### config.mk
export PLATFORM = sky130hd
export DESIGN_NAME = mult4_serial_sched
export DESIGN_NICKNAME = d
export VERILOG_FILES = /design/src/rtl/mult4_serial_sched.sv
export SDC_FILE = /design/constraint.sdc
export NUM_CORES = 1
export LEC_CHECK = 0
export CORE_ASPECT_RATIO = 0.7
export CORE_UTILIZATION = 26
export DETAILED_ROUTE_END_ITERATION = 8
export PLACE_DENSITY = 0.45
export RECOVER_POWER = 25
export SYNTH_ARGS = -nofsm -noshare
export SYNTH_HDL_FRONTEND = slang
export SYNTH_SLANG_ARGS = --single-unit
### constraint.sdc
create_clock -name clk -period 3.4 [get_ports clk]
set_clock_uncertainty 0.15 [all_clocks]
set_input_delay 0.51 -clock clk [delete_from_list [all_inputs] [get_ports clk]]
set_output_delay 0.51 -clock clk [all_outputs]
set_load 0.05 [all_outputs]
### src/rtl/mult4_serial_sched.sv
// mult4_serial_sched
// 4x4 unsigned multiplier built around one shared, externally attached 2x2
// multiplier. The four half-operand pairs are issued one after another
// (ll, lh, hl, hh). Each partial product is shifted and added into an 8-bit
// accumulator. Operands arrive over valid/ready and the product leaves over
// valid/ready.
//
// Step schedule (one step = SUB_LAT+1 cycles):
//   step 0 : A[1:0] x B[1:0]  << 0
//   step 1 : A[1:0] x B[3:2]  << 2
//   step 2 : A[3:2] x B[1:0]  << 2
//   step 3 : A[3:2] x B[3:2]  << 4
// The first product is visible exactly 4*(SUB_LAT+1) edges after the accept
// edge.

module mult4_serial_sched #(
    // Pipeline latency of the attached 2x2 unit in cycles. Legal range is 0..3.
    parameter int SUB_LAT = 0
) (
    input  logic       clk,
    input  logic       rst_n,
    // operand side
    input  logic       in_valid,
    output logic       in_ready,
    input  logic [3:0] A,
    input  logic [3:0] B,
    // product side
    output logic       out_valid,
    input  logic       out_ready,
    output logic [7:0] P,
    // shared 2x2 unit
    output logic [1:0] sub_a,
    output logic [1:0] sub_b,
    input  logic [3:0] sub_p,
    // status / debug
    output logic       busy,
    output logic [1:0] step
);

    typedef enum logic [1:0] {
        ST_IDLE = 2'd0,
        ST_STEP = 2'd1,
        ST_DONE = 2'd2
    } state_t;

    // Value of the wait counter on the last cycle of a step. On this cycle,
    // sub_p carries the product of the pair that was issued when the step began.
    localparam logic [1:0] LAST_WAIT = 2'(SUB_LAT);

    state_t     r_state;
    state_t     w_state_next;

    logic [3:0] r_a;
    logic [3:0] r_b;
    logic [7:0] r_acc;
    logic [7:0] r_p;
    logic [1:0] r_step;
    logic [1:0] r_wait;
    logic [1:0] r_sub_a;
    logic [1:0] r_sub_b;

    logic       w_accept;
    logic       w_release;
    logic       w_step_last;
    logic       w_final_step;
    logic [1:0] w_step_inc;
    logic [1:0] w_next_a;
    logic [1:0] w_next_b;
    logic [7:0] w_partial;
    logic [7:0] w_acc_sum;

    // ------------------------------------------------------------------
    // Handshake and step qualifiers
    // ------------------------------------------------------------------
    assign w_accept     = (r_state == ST_IDLE) && in_valid;
    assign w_release    = (r_state == ST_DONE) && out_ready;
    assign w_step_last  = (r_state == ST_STEP) && (r_wait == LAST_WAIT);
    assign w_final_step = w_step_last && (r_step == 2'd3);

    // Operand halves for the step that follows the current one.
    // Bit 1 of the step index selects the A half.
    // Bit 0 of the step index selects the B half.
    assign w_step_inc = r_step + 2'd1;
    assign w_next_a   = w_step_inc[1] ? r_a[3:2] : r_a[1:0];
    assign w_next_b   = w_step_inc[0] ? r_b[3:2] : r_b[1:0];

    // Align the current partial product to its weight in the full product.
    always_comb begin
        // NOTE: every always_comb output gets a default before the case, so
        // no path can leave it unassigned and infer a latch.
        w_partial = 8'd0;
        case (r_step)
            2'd0:    w_partial = {4'b0000, sub_p};
            2'd1,
            2'd2:    w_partial = {2'b00, sub_p, 2'b00};
            default: w_partial = {sub_p, 4'b0000};
        endcase
    end

    // 15*15 = 225 fits in 8 bits, so the accumulator cannot overflow.
    assign w_acc_sum = r_acc + w_partial;

    // ------------------------------------------------------------------
    // FSM state register
    // ------------------------------------------------------------------
    // Hold the control state. An asynchronous reset abandons any operation in flight.
    always_ff @(posedge clk or negedge rst_n) begin
        // NOTE: sequential state is updated only with non-blocking assignments,
        // so every register samples values from before the edge.
        if (!rst_n) begin
            r_state <= ST_IDLE;
        end else begin
            r_state <= w_state_next;
        end
    end

    // Next-state decode: IDLE -> STEP -> DONE -> IDLE with no bypass paths.
    always_comb begin
        w_state_next = r_state;
        case (r_state)
            ST_IDLE: if (w_accept)     w_state_next = ST_STEP;
            ST_STEP: if (w_final_step) w_state_next = ST_DONE;
            ST_DONE: if (w_release)    w_state_next = ST_IDLE;
            default:                   w_state_next = ST_IDLE;
        endcase
    end

    // ------------------------------------------------------------------
    // Datapath
    // ------------------------------------------------------------------
    // Latch operands, drive the shared unit, accumulate the partials, and capture the product.
    always_ff @(posedge clk or negedge rst_n) begin
        if (!rst_n) begin
            r_a     <= 4'd0;
            r_b     <= 4'd0;
            r_acc   <= 8'd0;
            r_p     <= 8'd0;
            r_step  <= 2'd0;
            r_wait  <= 2'd0;
            r_sub_a <= 2'd0;
            r_sub_b <= 2'd0;
        end else begin
            case (r_state)
                ST_IDLE: begin
                    if (w_accept) begin
                        r_a     <= A;
                        r_b     <= B;
                        r_acc   <= 8'd0;
                        r_step  <= 2'd0;
                        r_wait  <= 2'd0;
                        // The first pair comes straight from the ports, so
                        // the shared unit starts working on the accept edge.
                        r_sub_a <= A[1:0];
                        r_sub_b <= B[1:0];
                    end
                end

                ST_STEP: begin
                    if (w_step_last) begin
                        r_wait <= 2'd0;
                        r_acc  <= w_acc_sum;
                        if (r_step == 2'd3) begin
                            // Last partial: publish the product and park
                            // the shared unit on zero while the block waits.
                            r_p     <= w_acc_sum;
                            r_step  <= 2'd0;
                            r_sub_a <= 2'd0;
                            r_sub_b <= 2'd0;
                        end else begin
                            r_step  <= w_step_inc;
                            r_sub_a <= w_next_a;
                            r_sub_b <= w_next_b;
                        end
                    end else begin
                        r_wait <= r_wait + 2'd1;
                    end
                end

                default: begin
                    // DONE (and any unused encoding): hold everything.
                    // P stays stable until the consumer takes it.
                end
            endcase
        end
    end

    // ------------------------------------------------------------------
    // Outputs
    // ------------------------------------------------------------------
    assign in_ready  = (r_state == ST_IDLE);
    assign out_valid = (r_state == ST_DONE);
    assign busy      = (r_state == ST_STEP) || (r_state == ST_DONE);
    assign P         = r_p;
    assign sub_a     = r_sub_a;
    assign sub_b     = r_sub_b;
    assign step      = r_step;

endmodule

==> results of run 1 <==
[per-stage QoR]
stage / total power [W] / cell area, sq um
after floorplan: 0.00159 / 1840
after global placement: 0.00193 / 2250
after detailed placement: 0.00192 / 2250
after CTS: 0.00224 / 2340
after global routing: 0.00238 / 2340
final: 0.00221 / 2340
[cells by family (layout without fill, tap and decap cells)]
family / after synthesis / in the layout / synth area share [%]
DFF: 34 / 34 / 46.1
buffers and inverters: 14 / 49 / 3.66
muxes: 15 / 15 / 8.89
xor gates and xnor gates: 7 / 7 / 3.32
and+or+nand+nor: 49 / 49 / 12.0
AOI/OAI and AO/OA: 46 / 46 / 16.1
adders and majority gates: 14 / 14 / 9.91
[path summary, 6_finish.rpt]
kind	end	slack (ns)	depth (start not counted)
worst max register to register	P[6]	0.53	9
min in group asynchronous	P[2]	1.13	2
worst min-delay path	sub_b[1]	0.33	2
worst max-delay path	P[6]	0.53	9
max in group asynchronous	r_b[2]	0.87	2
worst min register to register	sub_b[1]	0.33	2
[flip-flops by register name (all words and copies together), names as in the netlist]
| name | count |
|---|---|
| step | 2 |
| r_acc | 8 |
| sub_a | 2 |
| sub_b | 2 |
| r_state | 2 |
| r_a | 4 |
| P | 8 |
| r_b | 4 |
| r_wait | 2 |
[cell type report]
type,count,area [sq um]
fill,754,4480
multi-input combinational,131,926
sequential,34,851
timing repair buffer,33,324
tap,94,118
clock buffer,7,86.3
inverter,8,30.0
clock inverter,1,5.00
[per-layer routing]
layer | GRT usage (%) | vias up | share of wire (%)
met2 | 16.9 | 24 | 40
met3 | 4.53 | 4 | 5.2
li1 | - | 686 | -
met4 | 4.76 | 0 | 1.1
met1 | 17.4 | 617 | 54
met5 | 0 | - | 0
[cells in the final DEF (no fill, tap or decap), types with 2 or more instances in the layout]
| master | netlist | routed |
|---|---|---|
| clkbuf_1 | 1 | 2 |
| nand3_1 | 3 | 3 |
| xor2_1 | 5 | 5 |
| o21ai_0 | 17 | 17 |
| mux2_2 | 11 | 11 |
| clkbuf_8 | 0 | 6 |
| a22oi_1 | 2 | 2 |
| mux2i_1 | 4 | 4 |
| inv_1 | 8 | 8 |
| a32o_1 | 2 | 2 |
| a21oi_1 | 11 | 11 |
| clkdlybuf4s50_1 | 0 | 31 |
| nor2_1 | 9 | 9 |
| xnor2_1 | 2 | 2 |
| dfrtp_1 | 34 | 34 |
| and3b_1 | 2 | 2 |
| a21o_1 | 3 | 3 |
| nand2_1 | 28 | 28 |
| a22o_1 | 2 | 2 |
| o21ai_1 | 3 | 3 |
| nor2b_1 | 2 | 2 |
| ha_1 | 13 | 13 |
[cell usage after synthesis (2+ instances only)]
cell      n
and3b_1   2
xor2_1    5
a21oi_1  11
a21o_1    3
nand2_1  28
xnor2_1   2
mux2i_1   4
o21ai_0  17
mux2_2   11
buf_2     3
a22o_1    2
inv_1     8
dfrtp_1  34
nor2_1    9
ha_1     13
nand3_1   3
o21ai_1   3
a32o_1    2
nor2b_1   2
a22oi_1   2
[tightest hold or removal path, stage by stage (launching register included)]
cell	delay (ns)
dfrtp_1	0.34
nand2_1	0.04
o21ai_0	0.06
[report_power, final]
group          total [W]  internal [W]  leakage [nW]  switching [W]
logic            0.00124      0.000463         0.575       0.000779
clock network   0.000309      0.000163        0.0482       0.000146
registers       0.000654      0.000561         0.424      0.0000936
==> impl_results.md, run 1 <==
- Routability cong.: 0.734
- Core Area: 6820 sq um
- Clock sinks: 34
- CP max stage delay: 0.49 ns
- Later-pin clock latency in the skew report: 0.29 ns
- Maximum vdd drop: 0.566 mV
- Outcome: finished, violations left
- Layout Cells excl Fill: 308
- Htree depth: 2
- Slew HR: -26.5%
- Final setup violation count: 0
- Number of global-route vias before repair: 1321
- Worst-path clk slew: 0.07 ns
- Post-route ant nets: 0
- Worst path top cell family by delay: adder cells
- Number of remaining DRC errors: 0
- Cell area after synthesis: 1840 sq um
- Initial DRC count: 33
- Die area: 7440 sq um
- Port bufs: 32
- Area delta synth->final: 26.9%
- Worst path buffer plus inverter count: 0
- Cell variety after synth: 35
- First-pass GRT wire length: 6670 um
- Max FO, Critical Path: 13
- Top area cells in the synthesized netlist: dfrtp_1, ha_1, mux2_2
- Final #Nets: 243
- GRT overflow: 0
- Initial core utilization: 27.0%
- I/O Pins: 33
- Final Hold Fails: 0
- Total CTS buffers: 5
- Kind of critical path: register to register
- Post-synth top area share: 46.1%
- Postcts setup bufs: 0
- Final Max Slew Viols: 35
- Clock root cell: clkbuf_8
- HPWL Detailed: 2920 um
- CTS Hold Bufs: 0
- Avg Synthesized Cell Area: 10.3 sq um
- #FFs+latches synth: 34
- Min-Delay Path Class: register to register
- CP Launch Type: register
- FF-to-FF Start: step[0]
- CTS tree: built
- Slew @ Worst Pin: 1.90 ns
- Critical Path RT: 3.39 ns
- Syn. warnings: 0
- Layout cells sized above 1: 10.7%
- Post-CTS Resized: 0
- Max cap viols: 1
- CP startpoint: step[0]
- Hold Startpoint: sub_b[1]
- Die width: 103 um
- RSZ-0062 raised after global routing: false
- Row cnt: 25
- Die H: 72.5 um
- Min Tclk post-route: 2.87 ns
- Hold Slack: 0.326 ns
- Avg Vias per Cell: 4.32
- Net Count, Synth: 209
- Critical-path top delay cell: dfrtp_1
- Drt pass-1 iters: 4
- Violated checks: capacitance limit, slew limit
- CP endpoint kind: register
- Post-synth EDFFs: 0
- Tcrit/Tclk final: 84.5%
- Routed WL: 4040 um
- TNS Setup: 0 ns
- Placed Cells: 300
- Pre-CTS WS: 0.471 ns
- Routed vias: 1331
- FFs w/ async S/R, synth: 100%
- Pin count of the biggest net entering global routing: 35
- Antenna cells: 0
- Initial antenna violation count: 0
- Worst setup margin: 0.528 ns
- Cell Pwr Density: 942 nW/um^2
- Sequential area share after synthesis: 46.1%
- Post-Syn Instances: 179
- Final core utilization: 34.3%
- Cell type with the largest total area after synthesis: dfrtp_1
- Gr usage total: 12.3%
- Crit-path cells: ha_1 > and3b_1 > ha_1 > fa_1 > a21oi_1 > o21ai_0 > a21oi_1 > xor2_1 > o21ai_0
- Top FF cell, synth: dfrtp_1
- Wirelength per Cell: 13.1 um
- Max Fclk: 348 MHz
- Worst-case clock buffer depth: 2
- P_leak: 1.05 nW
- Arr. time, crit path: 2.87 ns
No activity file was read; power rests on OpenSTA's default activity.
==> run 2, diff against run 1 <==
--- a/config.mk
+++ b/config.mk
@@ -8,7 +8,7 @@
 export CORE_ASPECT_RATIO = 0.7
 export CORE_UTILIZATION = 26
 export DETAILED_ROUTE_END_ITERATION = 8
-export PLACE_DENSITY = 0.45
+export PLACE_DENSITY = 0.47
 export RECOVER_POWER = 25
 export SYNTH_ARGS = -nofsm -noshare
 export SYNTH_HDL_FRONTEND = slang
==> constraint.sdc (replaced) <==
create_clock -name clk -period 2.35 [get_ports clk]
set_clock_uncertainty 0.15 [all_clocks]
set_input_delay 0.3525 -clock clk [delete_from_list [all_inputs] [get_ports clk]]
set_output_delay 0.3525 -clock clk [all_outputs]
set_load 0.05 [all_outputs]
==> run 2 against run 1 <==
  * The run ends with setup timing left
  * Critical path depth stayed put
  * Via count is 8.1% higher
  * First-iteration DRC count is 67% higher
  * Combinational power is 81% higher
  * Power is 75% higher
  * Final area is 16% higher
==> impl_results.md, run 2 (synthesis results as in run 1) <==
- Hold Slack: 0.337 ns (was 0.326 ns)
- Routed vias: 1439 (was 1331)
- Routability cong.: 0.824 (was 0.734)
- Min-Delay Path Class: register to register (unchanged)
- Max cap viols: 0 (was 1)
- Final Max Slew Viols: 0 (was 35)
- CP Launch Type: register (unchanged)
- Number of global-route vias before repair: 1427 (was 1321)
- CTS tree: built (unchanged)
- Final #Nets: 266 (was 243)
- Clock root cell: clkbuf_8 (unchanged)
- Tcrit/Tclk final: 101% (was 84.5%)
- Hold Startpoint: P[3] (was sub_b[1])
- CP startpoint: step[0] (unchanged)
- Final core utilization: 39.8% (was 34.3%)
- Comb power frac: 58.0% (was 56.3%)
- Pwr Total: 0.00387 W (was 0.00221 W)
- Worst R2R Path Depth: 9 (unchanged)
- Die width: 103 um (unchanged)
- I/O Pins: 33 (unchanged)
- RSZ-0062 raised after global routing: true (was false)
- First-pass GRT wire length: 7360 um (was 6670 um)
- Initial DRC count: 55 (was 33)
- NetSw: 0.00164 W (was 0.00102 W)
- Initial antenna violation count: 0 (unchanged)
- P_leak: 1.20 nW (was 1.05 nW)
- Maximum vdd drop: 0.643 mV (was 0.566 mV)
- CP endpoint kind: register (unchanged)
- Wirelength per Cell: 13.1 um (about the same)
- Outcome: finished, violations left (unchanged)
- Worst-path clk slew: 0.08 ns (was 0.07 ns)
- Violated checks: setup timing (was capacitance limit, slew limit)
- Max Fclk: 421 MHz (was 348 MHz)
- Slew @ Worst Pin: 0.891 ns (was 1.90 ns)
- Initial core utilization: 27.0% (unchanged)
- Number of remaining DRC errors: 0 (unchanged)
- Worst setup margin: -0.0262 ns (was 0.528 ns)
- Layout cells sized above 1: 30.4% (was 10.7%)
- Core Area: 6820 sq um (unchanged)
- Area delta synth->final: 47.0% (was 26.9%)
- Row cnt: 25 (unchanged)
- Min Tclk post-route: 2.38 ns (was 2.87 ns)
- Commonest cells after routing, fill and taps aside: dfrtp_1, clkdlybuf4s50_1, nand2_1 (unchanged)
- Avg Vias per Cell: 4.35 (was 4.32)
- Total CTS buffers: 5 (unchanged)
- Power share of the sequential group: 24.6% (was 29.7%)
- Port bufs: 32 (unchanged)
- Later-pin clock latency in the skew report: 0.28 ns (was 0.29 ns)
- Critical Path RT: 2.37 ns (was 3.39 ns)
- Post-route ant nets: 0 (unchanged)
- Worst r2r dst: P[7] (was P[6])
- Filler cells: 698 (was 754)
- Clock sinks: 34 (unchanged)
- Final setup violation count: 5 (was 0)
- Max FO, Critical Path: 6 (was 13)
- HPWL Detailed: 3210 um (was 2920 um)
- Reg-to-reg setup timing slack: -0.03 ns (was 0.53 ns)
- Die area: 7440 sq um (unchanged)
- Antenna cells: 0 (unchanged)
- FF-to-FF Start: step[0] (unchanged)
- Switching Fraction: 42.3% (was 46.2%)
- Pin count of the biggest net entering global routing: 35 (unchanged)
- Slew HR: 40.6% (was -26.5%)
- Die H: 72.5 um (unchanged)
- Arr. time, crit path: 2.39 ns (was 2.87 ns)
- Hold path cells: 2 (unchanged)
- Hold Path Sink: P[3] (was sub_b[1])
- Worst-case clock buffer depth: 2 (unchanged)
- Kind of critical path: register to register (unchanged)
- Cell Pwr Density: 1430 nW/um^2 (was 942 nW/um^2)
- Final Hold Fails: 0 (unchanged)
- Drt pass-1 iters: 4 (unchanged)
- Clock share of power: 17.4% (was 14.0%)
- GRT overflow: 0 (unchanged)
- Routed WL: 4340 um (was 4040 um)
- Gr usage total: 13.2% (was 12.3%)
- Commonest non-fill, non-tap cell in the layout: dfrtp_1 (unchanged)
- P_int: 0.00223 W (was 0.00119 W)
- Htree depth: 2 (unchanged)
==> run 2: cell type report <==
type,count,area (sq um),area share (%)
tap,94,118,4.34
inverter,8,30.0,1.11
sequential,34,856,31.6
timing repair buffer,56,513,18.9
clock buffer,6,82.6,3.05
multi-input combinational,131,1050,38.8
clock inverter,2,60.1,2.22
==> run 2: timing repair <==
action	CTS	global route
gates cloned	0	0
hold buffers	0	0
pin swaps	21	9
setup endpoints to repair	5	10
resized for setup	14	7
buffers inserted	3	1
==> run 2: critical path, cell delays in order (launching register included) <==
cell and delay [ns]:
dfrtp_4 0.49, buf_6 0.13, ha_4 0.16, and3b_2 0.27, ha_4 0.22, a211oi_4 0.26, o31ai_4 0.11, a31oi_1 0.21
xnor2_1 0.17, o21ai_1 0.08
==> run 2: worst max path at each step <==
stage / endpoint / slack [ns] / cells past startpoint
6_report: P[7] / -0.03 / 9
5_1_grt: r_acc[4] / -0.17 / 11
4_1_cts: P[6] / -0.06 / 10
3_5_place_dp: P[6] / -0.24 / 9
3_3_place_gp: P[6] / -0.20 / 9
2_1_floorplan: P[7] / -0.18 / 11
==> run 2: through the flow <==
| step | cells | setup slack [ns] | instance area (sq um) | setup TNS [ns] |
|---|---|---|---|---|
| 6_report | 331 | -0.0262 | 2710 | -0.0902 |
| 3_3_place_gp | 319 | -0.200 | 2450 | -1.24 |
| 3_5_place_dp | 319 | -0.239 | 2450 | -1.43 |
| 5_1_grt | 331 | -0.170 | 2710 | -0.940 |
| 4_1_cts | 330 | -0.0607 | 2680 | -0.235 |
| 2_1_floorplan | 179 | -0.183 | 1910 | -0.961 |
==> run 2: power groups by stage <==
stage                     Clock [W]  Sequential [W]  Combinational, W
after floorplan                   0         0.00128           0.00109
after global placement            0        0.000959           0.00207
after detailed placement          0        0.000957           0.00207
after CTS                  0.000693        0.000954           0.00220
after global routing       0.000723        0.000984           0.00245
final                      0.000674        0.000951           0.00224
==> run 2: per-layer routing <==
metal | track usage [%] | routed length [um]
met1 | 20.5 | 2370
met2 | 17.9 | 1790
met3 | 3.37 | 155
met4 | 3.33 | 19
met5 | 0 | 0
==> run 3, diff against run 2 <==
--- a/config.mk
+++ b/config.mk
@@ -5,8 +5,11 @@
 export SDC_FILE = /design/constraint.sdc
 export NUM_CORES = 1
 export LEC_CHECK = 0
+export ABC_AREA = 1
+export ABC_CLOCK_PERIOD_IN_PS = 2350
 export CORE_ASPECT_RATIO = 0.7
 export CORE_UTILIZATION = 26
+export CTS_BUF_LIST = sky130_fd_sc_hd__clkbuf_4
 export DETAILED_ROUTE_END_ITERATION = 8
 export PLACE_DENSITY = 0.47
 export RECOVER_POWER = 25
==> run 3 against run 2 <==
  * The flow now finishes without violations
  * Sequential power shrank 0.8%
  * Combinational power shrank 3%
  * Sequential cell count is the same
  * Register-to-register slack gained 0.17 ns
  * Worst setup slack gained 0.17 ns
  * Core utilization shrank 3.8 points
  * Clock power shrank 53%
  * Power shrank 11%
  * Critical path depth grew 2
  * First-iteration DRC count grew 49%
  * Clock-buffer cell count shrank 1
  * Critical path type unchanged
==> impl_results.md, run 3 <==
- Outcome: complete, no violations (was finished, violations left)
- Layout cells sized above 1: 16.5% (was 30.4%)
- TNS Setup: 0 ns (was -0.0902 ns)
- Gr usage total: 13.0% (was 13.2%)
- Later-pin clock latency in the skew report: 0.33 ns (was 0.28 ns)
- Adder-Cell Fraction of Synth Area: 9.51% (was 9.91%)
- Post-Synth Simple-Gate Area: 25.9% (was 12.0%)
- Tcrit/Tclk final: 93.9% (was 101%)
- Wirelength per Cell: 12.3 um (was 13.1 um)
- Post-route ant nets: 0 (unchanged)
- Drt pass-1 iters: 4 (unchanged)
- Avg Synthesized Cell Area: 8.25 sq um (was 10.3 sq um)
- Min-Delay Path Class: register to register (unchanged)
- Area post-placement: 2390 sq um (was 2450 sq um)
- Largest family of logic cells by synthesized area: simple AND/OR/NAND/NOR gates (was compound AO/OA/AOI/OAI gates)
- Die area: 7740 sq um (was 7440 sq um)
- Area delta synth->final: 30.1% (was 47.0%)
- Reg-to-reg setup timing slack: 0.14 ns (was -0.03 ns)
- Hold Path Sink: P[7] (was P[3])
- Max FO, Critical Path: 5 (was 6)
- Clock root cell: clkbuf_4 (was clkbuf_8)
- HPWL Detailed: 3520 um (was 3210 um)
- Fin area: 2500 sq um (was 2710 sq um)
- First-pass GRT wire length: 7680 um (was 7360 um)
- Most frequent cell after synthesis: nand2_1 (was dfrtp_1)
- Sequential area share after synthesis: 44.3% (was 46.1%)
- I/O Pins: 33 (unchanged)
- Final Hold Fails: 0 (unchanged)
- Top area cells in the synthesized netlist: dfrtp_1, nand2_1, ha_1 (was dfrtp_1, ha_1, mux2_2)
- Pin count of the biggest net entering global routing: 35 (unchanged)
- CTS tree: built (unchanged)
- Slew @ Worst Pin: 0.861 ns (was 0.891 ns)
- Kind of critical path: register to register (unchanged)
- Worst r2r dst: P[7] (unchanged)
- Die width: 105 um (was 103 um)
- Hold Startpoint: P[7] (was P[3])
- Port bufs: 32 (unchanged)
- Multiplexer share of the synthesized area: 1.76% (was 8.89%)
- Syn. warnings: 0 (unchanged)
- Hold path cells: 2 (unchanged)
- Post-synth top area share: 44.3% (was 46.1%)
- Worst-path clk slew: 0.11 ns (was 0.08 ns)
- CTS Hold Bufs: 0 (unchanged)
- Core Area: 6940 sq um (was 6820 sq um)
- Critical Path RT: 2.43 ns (was 2.37 ns)
- Row cnt: 25 (unchanged)
- Antenna cells: 0 (unchanged)
- Worst R2R Path Depth: 11 (was 9)
- Cell Pwr Density: 1370 nW/um^2 (was 1430 nW/um^2)
- CP Launch Type: register (unchanged)
- Max cap viols: 0 (unchanged)
- Number of global-route vias before repair: 1520 (was 1427)
- Htree depth: 2 (unchanged)
- FFs w/ async S/R, synth: 100% (unchanged)
- CP endpoint kind: register (unchanged)
- Final Max Slew Viols: 0 (unchanged)
- #FFs+latches synth: 34 (unchanged)
- Cell area after synthesis: 1920 sq um (was 1840 sq um)
- Commonest cells after routing, fill and taps aside: nand2_1, dfrtp_1, clkdlybuf4s50_1 (was dfrtp_1, clkdlybuf4s50_1, nand2_1)
- FF-to-FF Start: step[1] (was step[0])
- Max Fclk: 453 MHz (was 421 MHz)
- Routability cong.: 0.835 (was 0.824)
- Slew HR: 42.6% (was 40.6%)
- Final setup violation count: 0 (was 5)
- Arr. time, crit path: 2.29 ns (was 2.39 ns)
- Routed vias: 1611 (was 1439)
- GRT overflow: 0 (unchanged)
- Post-Syn Instances: 233 (was 179)
- Total CTS buffers: 5 (unchanged)
- Initial DRC count: 82 (was 55)
- Commonest non-fill, non-tap cell in the layout: nand2_1 (was dfrtp_1)
- Top FF cell, synth: dfrtp_1 (unchanged)
- Initial antenna violation count: 0 (unchanged)
- Synth Area in Compound Gates: 9.57% (was 16.1%)
- Die H: 73.9 um (was 72.5 um)
- Post-synth EDFFs: 0 (unchanged)
- Initial core utilization: 27.7% (was 27.0%)
- Final #Nets: 307 (was 266)
- P_leak: 1.26 nW (was 1.20 nW)
- Number of remaining DRC errors: 0 (unchanged)
- Min Tclk post-route: 2.21 ns (was 2.38 ns)
- Routed WL: 4590 um (was 4340 um)
- Worst-case clock buffer depth: 2 (unchanged)
- Avg Vias per Cell: 4.33 (was 4.35)
- Synth top cells by count: nand2_1, dfrtp_1, inv_1 (was dfrtp_1, nand2_1, o21ai_0)
- Cell type with the largest total area after synthesis: dfrtp_1 (unchanged)
- Synth Area in XOR/XNOR: 1.37% (was 3.32%)
- Clock sinks: 34 (unchanged)
- Net Count, Synth: 263 (was 209)
- Maximum vdd drop: 0.741 mV (was 0.643 mV)
- Cell variety after synth: 30 (was 35)
[run 3: how the worst max path moves through the flow]
stage	start	to	slack (ns)
2_1_floorplan	step[1]	P[6]	0.007
6_report	step[1]	P[7]	0.14
3_3_place_gp	step[0]	P[4]	0.01
5_1_grt	step[0]	P[6]	-0.01
3_5_place_dp	step[0]	P[4]	0.03
4_1_cts	step[0]	P[4]	0.006
[run 3: stage by stage]
stage	power, W	util, %	hold WS [ns]	setup WS (ns)	instances
CTS	0.00335	35.3	0.276	0.00624	369
global route	0.00371	36.0	0.356	-0.0112	372
global placement	0.00303	34.5	0.315	0.0120	361
detailed placement	0.00302	34.5	0.316	0.0273	361
finish	0.00343	36.0	0.336	0.143	372
floorplan	0.00245	-	-0.0931	0.00730	233
[run 3: cell type report]
cell class	instances	area, sq um
fill	738	4440
multi-input combinational	165	978
sequential	34	853
timing repair buffer	40	375
inverter	31	121
tap	94	118
clock buffer	5	37.5
clock inverter	3	16.3
[run 3: kinds of logic after synthesis]
logic type	Yosys count
flip-flops	34
adder cells (fa/ha/maj)	14
multiplexers	3
AND/OR/NAND/NOR	114
AO/OA/AOI/OAI	31
buffers and inverters	34
XOR/XNOR	3
[run 3: routing by layer]
| metal | GRT usage [%] | share of wire [%] |
|---|---|---|
| met2 | 17.9 | 37 |
| met5 | 0 | 0 |
| met3 | 3.07 | 4.7 |
| met4 | 3.29 | 0.96 |
| met1 | 20.1 | 57 |
[run 3: worst max-delay path, cell delays in order, from the launching register on]
cell     delay [ns]
dfrtp_2        0.45
inv_1          0.12
ha_4           0.23
nand2_2        0.10
o22ai_1        0.08
ha_1           0.35
nand2_1        0.14
inv_1          0.06
a21oi_2        0.17
nand3_1        0.11
nand3_1        0.09
nand2_1        0.05
[run 3: where the power goes]
group	internal, W	total (W)	switching [W]
clock	0.000111	0.000317	0.000205
combinational	0.000796	0.00217	0.00137
sequential	0.000812	0.000943	0.000130
[run 3: repair_timing]
| action | 4_1_cts | 5_1_grt |
|---|---|---|
| buffers inserted | 0 | 3 |
| gates resized for setup | 0 | 11 |
| setup endpoints to repair | 0 | 11 |
==> patch 1, RTL diff (settings of run 3) <==
Re-encode `state_t` (3 states) as one-hot, 3 bits wide.
--- a/src/rtl/mult4_serial_sched.sv
+++ b/src/rtl/mult4_serial_sched.sv
@@ -38,8 +38,8 @@
 );
 
-    typedef enum logic [1:0] {
-        ST_IDLE = 2'd0,
-        ST_STEP = 2'd1,
-        ST_DONE = 2'd2
+    typedef enum logic [2:0] {
+        ST_IDLE = 3'b001,
+        ST_STEP = 3'b010,
+        ST_DONE = 3'b100
     } state_t;
 
Behaviour: no difference found for any inputs over 10 cycles, from zero or initial values and one cycle with rst_n low; not proved beyond that.
==> patch 1 against run 3 <==
  * Area after synthesis is 2.7% higher
  * Sequential cell count is 1 higher
  * Setup slack worse by 0.068 ns
  * Final area is 6.3% higher
  * Largest cell class unchanged
  * Critical path type is now reg -> out
  * Routed wire length is 1.5% lower
  * Power is 1.2% lower
  * Fmax is 3.0% lower
==> patch 1: results (changes against run 3) <==
* Detailed Route Iter0 Violations at 86 (+4.9%)
* Drt wl/cell at 11.4 um (-7.4%)
* Largest net degree at the start of global routing at 36 (+2.9%)
* Clk buf depth at 2 (unchanged)
* CP max-delay cell: dfstp_2
* NumNets Final at 324 (+5.5%)
* Share of cells above drive strength 1 at 21.5% (+4.9 points)
* Antenna diodes at 0 (unchanged)
* Leak pwr at 1.36 nW (+7.4%)
* Synth warnings at 0 (unchanged)
* Place WS at -0.0292 ns (-0.0565 ns)
* Initial antenna violation count at 0 (unchanged)
* Clk slew on worst S/H paths at 0.12 ns
* Worst skew pair latency at 0.34 ns
* Data arrival time of the worst path at 1.77 ns (-0.52 ns)
* Routability cong. at 0.827 (-1.0%)
* Hold path cells at 2 (unchanged)
* Status: complete, no violations
* Peak VDD IR at 0.000728 V (-1.8%)
* R2r worst-path depth at 10 (-1)
* First-pass GRT wire length at 7.56 mm (-1.5%)
* DP HPWL at 3.36 mm (-4.6%)
* Yosys cell types at 27 (-10%)
* Worst-path fanout max at 6 (+1)
* GRT Overall Usage at 12.4% (-0.60 points)
* Ranking of synthesized cells by area: dfrtp_1 43%, nand2_1 17%, inv_1 6.7%, ha_1 6.3%, o21ai_0 4.1%
* Port-buffer cells at 32 (unchanged)
* Sequential area share after synthesis at 44.5% (+0.18 points)
* Ys flop type: dfrtp_1
* Post-synth ARST share at 100% (unchanged)
* Hold crit path type: reg -> reg
* Slew headroom at 38.8% (-3.8 points)
* Via density at 4.08 (-5.8%)
* CP max stage delay at 0.56 ns (+0.11 ns)
* DR pass1 iterations at 4 (unchanged)
* Synth top cells by count: 87 x nand2_1, 35 x inv_1, 34 x dfrtp_1, 16 x o21ai_0, 14 x nand3_1
* DRC errors left at 0 (unchanged)
* Post-Syn Nets at 271 (+3.0%)
* Number of global-route vias before repair at 1559 (+2.6%)
* CTS Root Cell: clkbuf_4
* H-tree levels at 2 (unchanged)
* Num CTS Buffers at 5 (unchanged)
[patch 1: report_power, final]
part,switching (mW),internal (mW)
clock,0.208,0.219
sequential,0.144,0.836
combinational,1.23,0.749
[patch 1: area by class of cell]
type	instances	area, sq um
clock buffer	5	37.5
clock inverter	3	38.8
timing repair buffer	49	438
multi-input combinational	168	990
tap	98	123
fill	778	4660
sequential	35	880
inverter	38	151
[patch 1: logic make-up after synthesis]
logic type	share of synthesized area, %
AO/OA/AOI/OAI	8.75
AND/OR/NAND/NOR	29.0
adder cells (fa/ha/maj)	7.36
XOR/XNOR	1.78
buffers and inverters	8.69
flip-flops	44.5
[patch 1: routing by layer]
metal / vias up / GRT usage (%) / wire (um)
met2: 30 / 17.7 / 1760
li1: 871 / - / -
met1: 713 / 18.1 / 2540
met4: 0 / 3.24 / 19
met3: 2 / 3.55 / 210
met5: - / 0 / 0
[patch 1: path summary, 6_finish.rpt]
kind	from	endpoint	slack [ns]
setup / recovery	r_state[0]	busy	0.07
hold / removal	r_a[2]	r_a[2]	0.34
setup reg to reg	step[1]	P[5]	0.14
hold reg to reg	r_a[2]	r_a[2]	0.34
max in group asynchronous	rst_n	step[0]	0.89
min in group asynchronous	rst_n	r_state[2]	0.51
[patch 1: repair_timing]
action,CTS,global route
resized for setup,0,12
setup buffers,0,7
setup endpoints to repair,0,13
[patch 1: per-stage QoR]
stage / std cells / area (sq um) / total power, mW
after global routing: 396 / 2660 / 3.68
after detailed placement: 381 / 2490 / 2.88
after floorplan: 244 / 2010 / 2.31
after global placement: 381 / 2490 / 2.89
after CTS: 389 / 2570 / 3.33
final: 396 / 2660 / 3.39
[patch 1: critical path, delay by kind of cell, from the launching register on]
| family | cells | cell delay, ns |
|---|---|---|
| buffers and inverters | 3 | 0.42 |
| and+or+nand+nor | 2 | 0.45 |
| DFF | 1 | 0.56 |
==> patch 2, RTL diff (flow settings as in run 3) <==
Made on the original files. Reset style: synchronous (`rst_n`), changed in 2 clocked blocks. Comments in the files are not updated.
--- a/src/rtl/mult4_serial_sched.sv
+++ b/src/rtl/mult4_serial_sched.sv
@@ -105,5 +105,5 @@
     // ------------------------------------------------------------------
     // Hold the control state. An asynchronous reset abandons any operation in flight.
-    always_ff @(posedge clk or negedge rst_n) begin
+    always_ff @(posedge clk) begin
         // NOTE: sequential state is updated only with non-blocking assignments,
         // so every register samples values from before the edge.
@@ -130,5 +130,5 @@
     // ------------------------------------------------------------------
     // Latch operands, drive the shared unit, accumulate the partials, and capture the product.
-    always_ff @(posedge clk or negedge rst_n) begin
+    always_ff @(posedge clk) begin
         if (!rst_n) begin
             r_a     <= 4'd0;
Formal check against the unedited RTL: differs if rst_n is asserted again (counterexample within 4 cycles, from zero or initial values and one cycle with rst_n low); with rst_n held inactive, the same outputs for 10 cycles.
==> patch 2 against run 3 <==
  * Core utilization grew 1.2 points
  * Power shrank 27%
  * Highest routed layer unchanged
  * Setup slack got worse by 0.099 ns
  * Sequential cell count is the same
  * Clock power is 6% higher
  * Die area fell by 3.8%
  * Non-clock buffer count is 9 higher
  * Area after synthesis decreased by 3.9%
  * Routed wire length rose by 7.8%
  * Final area is 1.6% higher
==> patch 2: results (changes against run 3) <==
* Status: complete, no violations
* Pwr/cell area at 986 nW/um^2 (-28%)
* Seq power at 750 uW (-20%)
* Fin cells at 397 (+6.7%)
* Clkbuf count at 6 (+1)
* GRT Overall Usage at 14.3% (+1.3 points)
* Drt wl/cell at 12.5 um (+1.0%)
* Final Worst Setup Slack at 0.0440 ns (-0.0990 ns)
* P_clk at 336 uW (+6%)
* Largest net degree at the start of global routing at 17 (-51%)
* Peak VDD IR at 0.000591 V (-20%)
* WL met3 at 194 um (-9.3%)
* Non-clk buf share at 17.3% (+2.3 points)
* Met1 Use GR at 23.2% (+3.1 points)
* Vias at 1728 (+7.3%)
* Syn Area/Cell at 7.30 sq um (-12%)
* Synth top cells by count: 50 x nand2_1, 36 x inv_1, 34 x dfxtp_1, 29 x a21oi_1, 23 x nor2_1
* Worst-path fanout max at 4 (-1)
* Sequential area share after synthesis at 36.9% (-7.4 points)
* DP Cell Count at 385 (+6.6%)
* Ys flop type: dfxtp_1
* Slew headroom at 61.1% (+18 points)
* Adder-cell share of the synthesized area at 9.89% (+0.39 points)
* Non-clk invs at 38 (+23%)
* Clock buf/inv share at 2.12% (-0.033 points)
* Area Growth Syn to Fin at 37.5%
* Routability cong. at 0.812 (-2.8%)
* Ranking of synthesized cells by area: dfxtp_1 37%, nand2_1 10%, ha_1 8.8%, a21oi_1 7.9%, inv_1 7.3%
* GR Layer Usage met2 at 17.3% (-0.55 points)
* NetSw at 1.18 mW (-31%)
* NumNets Final at 332 (+8.1%)
* Worst Min Path Start: r_a[0]
* Post-synth ARST share at 0% (-100 points)
* Placed cell areas at 2360 sq um (-1.6%)
* FILL cells at 777 (+5.3%)
* Share of cells above drive strength 1 at 19.1% (+2.6 points)
* Die ar. at 7450 sq um (-3.8%)
* Post-synthesis mux area share at 0% (-1.8 points)
* Fraction of area in multi-input gates at 42.9% (+3.8 points)
* Worst skew pair latency at 0.35 ns (+0.02 ns)
* Crit path from: step[0]
* Leak pwr at 1.12 nW (-11%)
* Seq_cells at 34 (unchanged)
* Hold endpoint: r_a[0]
* Place WS at -0.103 ns (-0.131 ns)
* First-pass GRT wire length at 7.91 mm (+3.1%)
==> patch 2: cell types whose count changed after synthesis, sizes merged, moves of 7 or more <==
cell,change
nor2,+12
dfxtp,+34
o21ai,+8
inv,+7
a21oi,+20
dfrtp,-34
nand3,-9
nand2,-24
==> patch 2: what timing repair did <==
action / in CTS / in global routing
endpoints found under the setup margin: 2 / 7
cloned: 0 / 0
buffers inserted: 0 / 4
pin swaps: 0 / 9
resized for setup: 2 / 23
==> patch 2: worst max-delay path, stage by stage (launching register included) <==
cell and delay [ns]:
dfxtp_4 0.39, inv_4 0.04, ha_4 0.28, clkinvlp_4 0.11, o32ai_2 0.28, ha_1 0.31
buf_4 0.16, buf_4 0.13, xor2_2 0.18, o21bai_1 0.13, inv_1 0.05
==> patch 2: through the flow <==
step	hold WS, ns	setup TNS, ns
finish	0.312	0
global route	0.336	-0.234
CTS	0.314	0
detailed placement	0.298	-0.288
global placement	0.293	-0.00905
floorplan	0.279	0
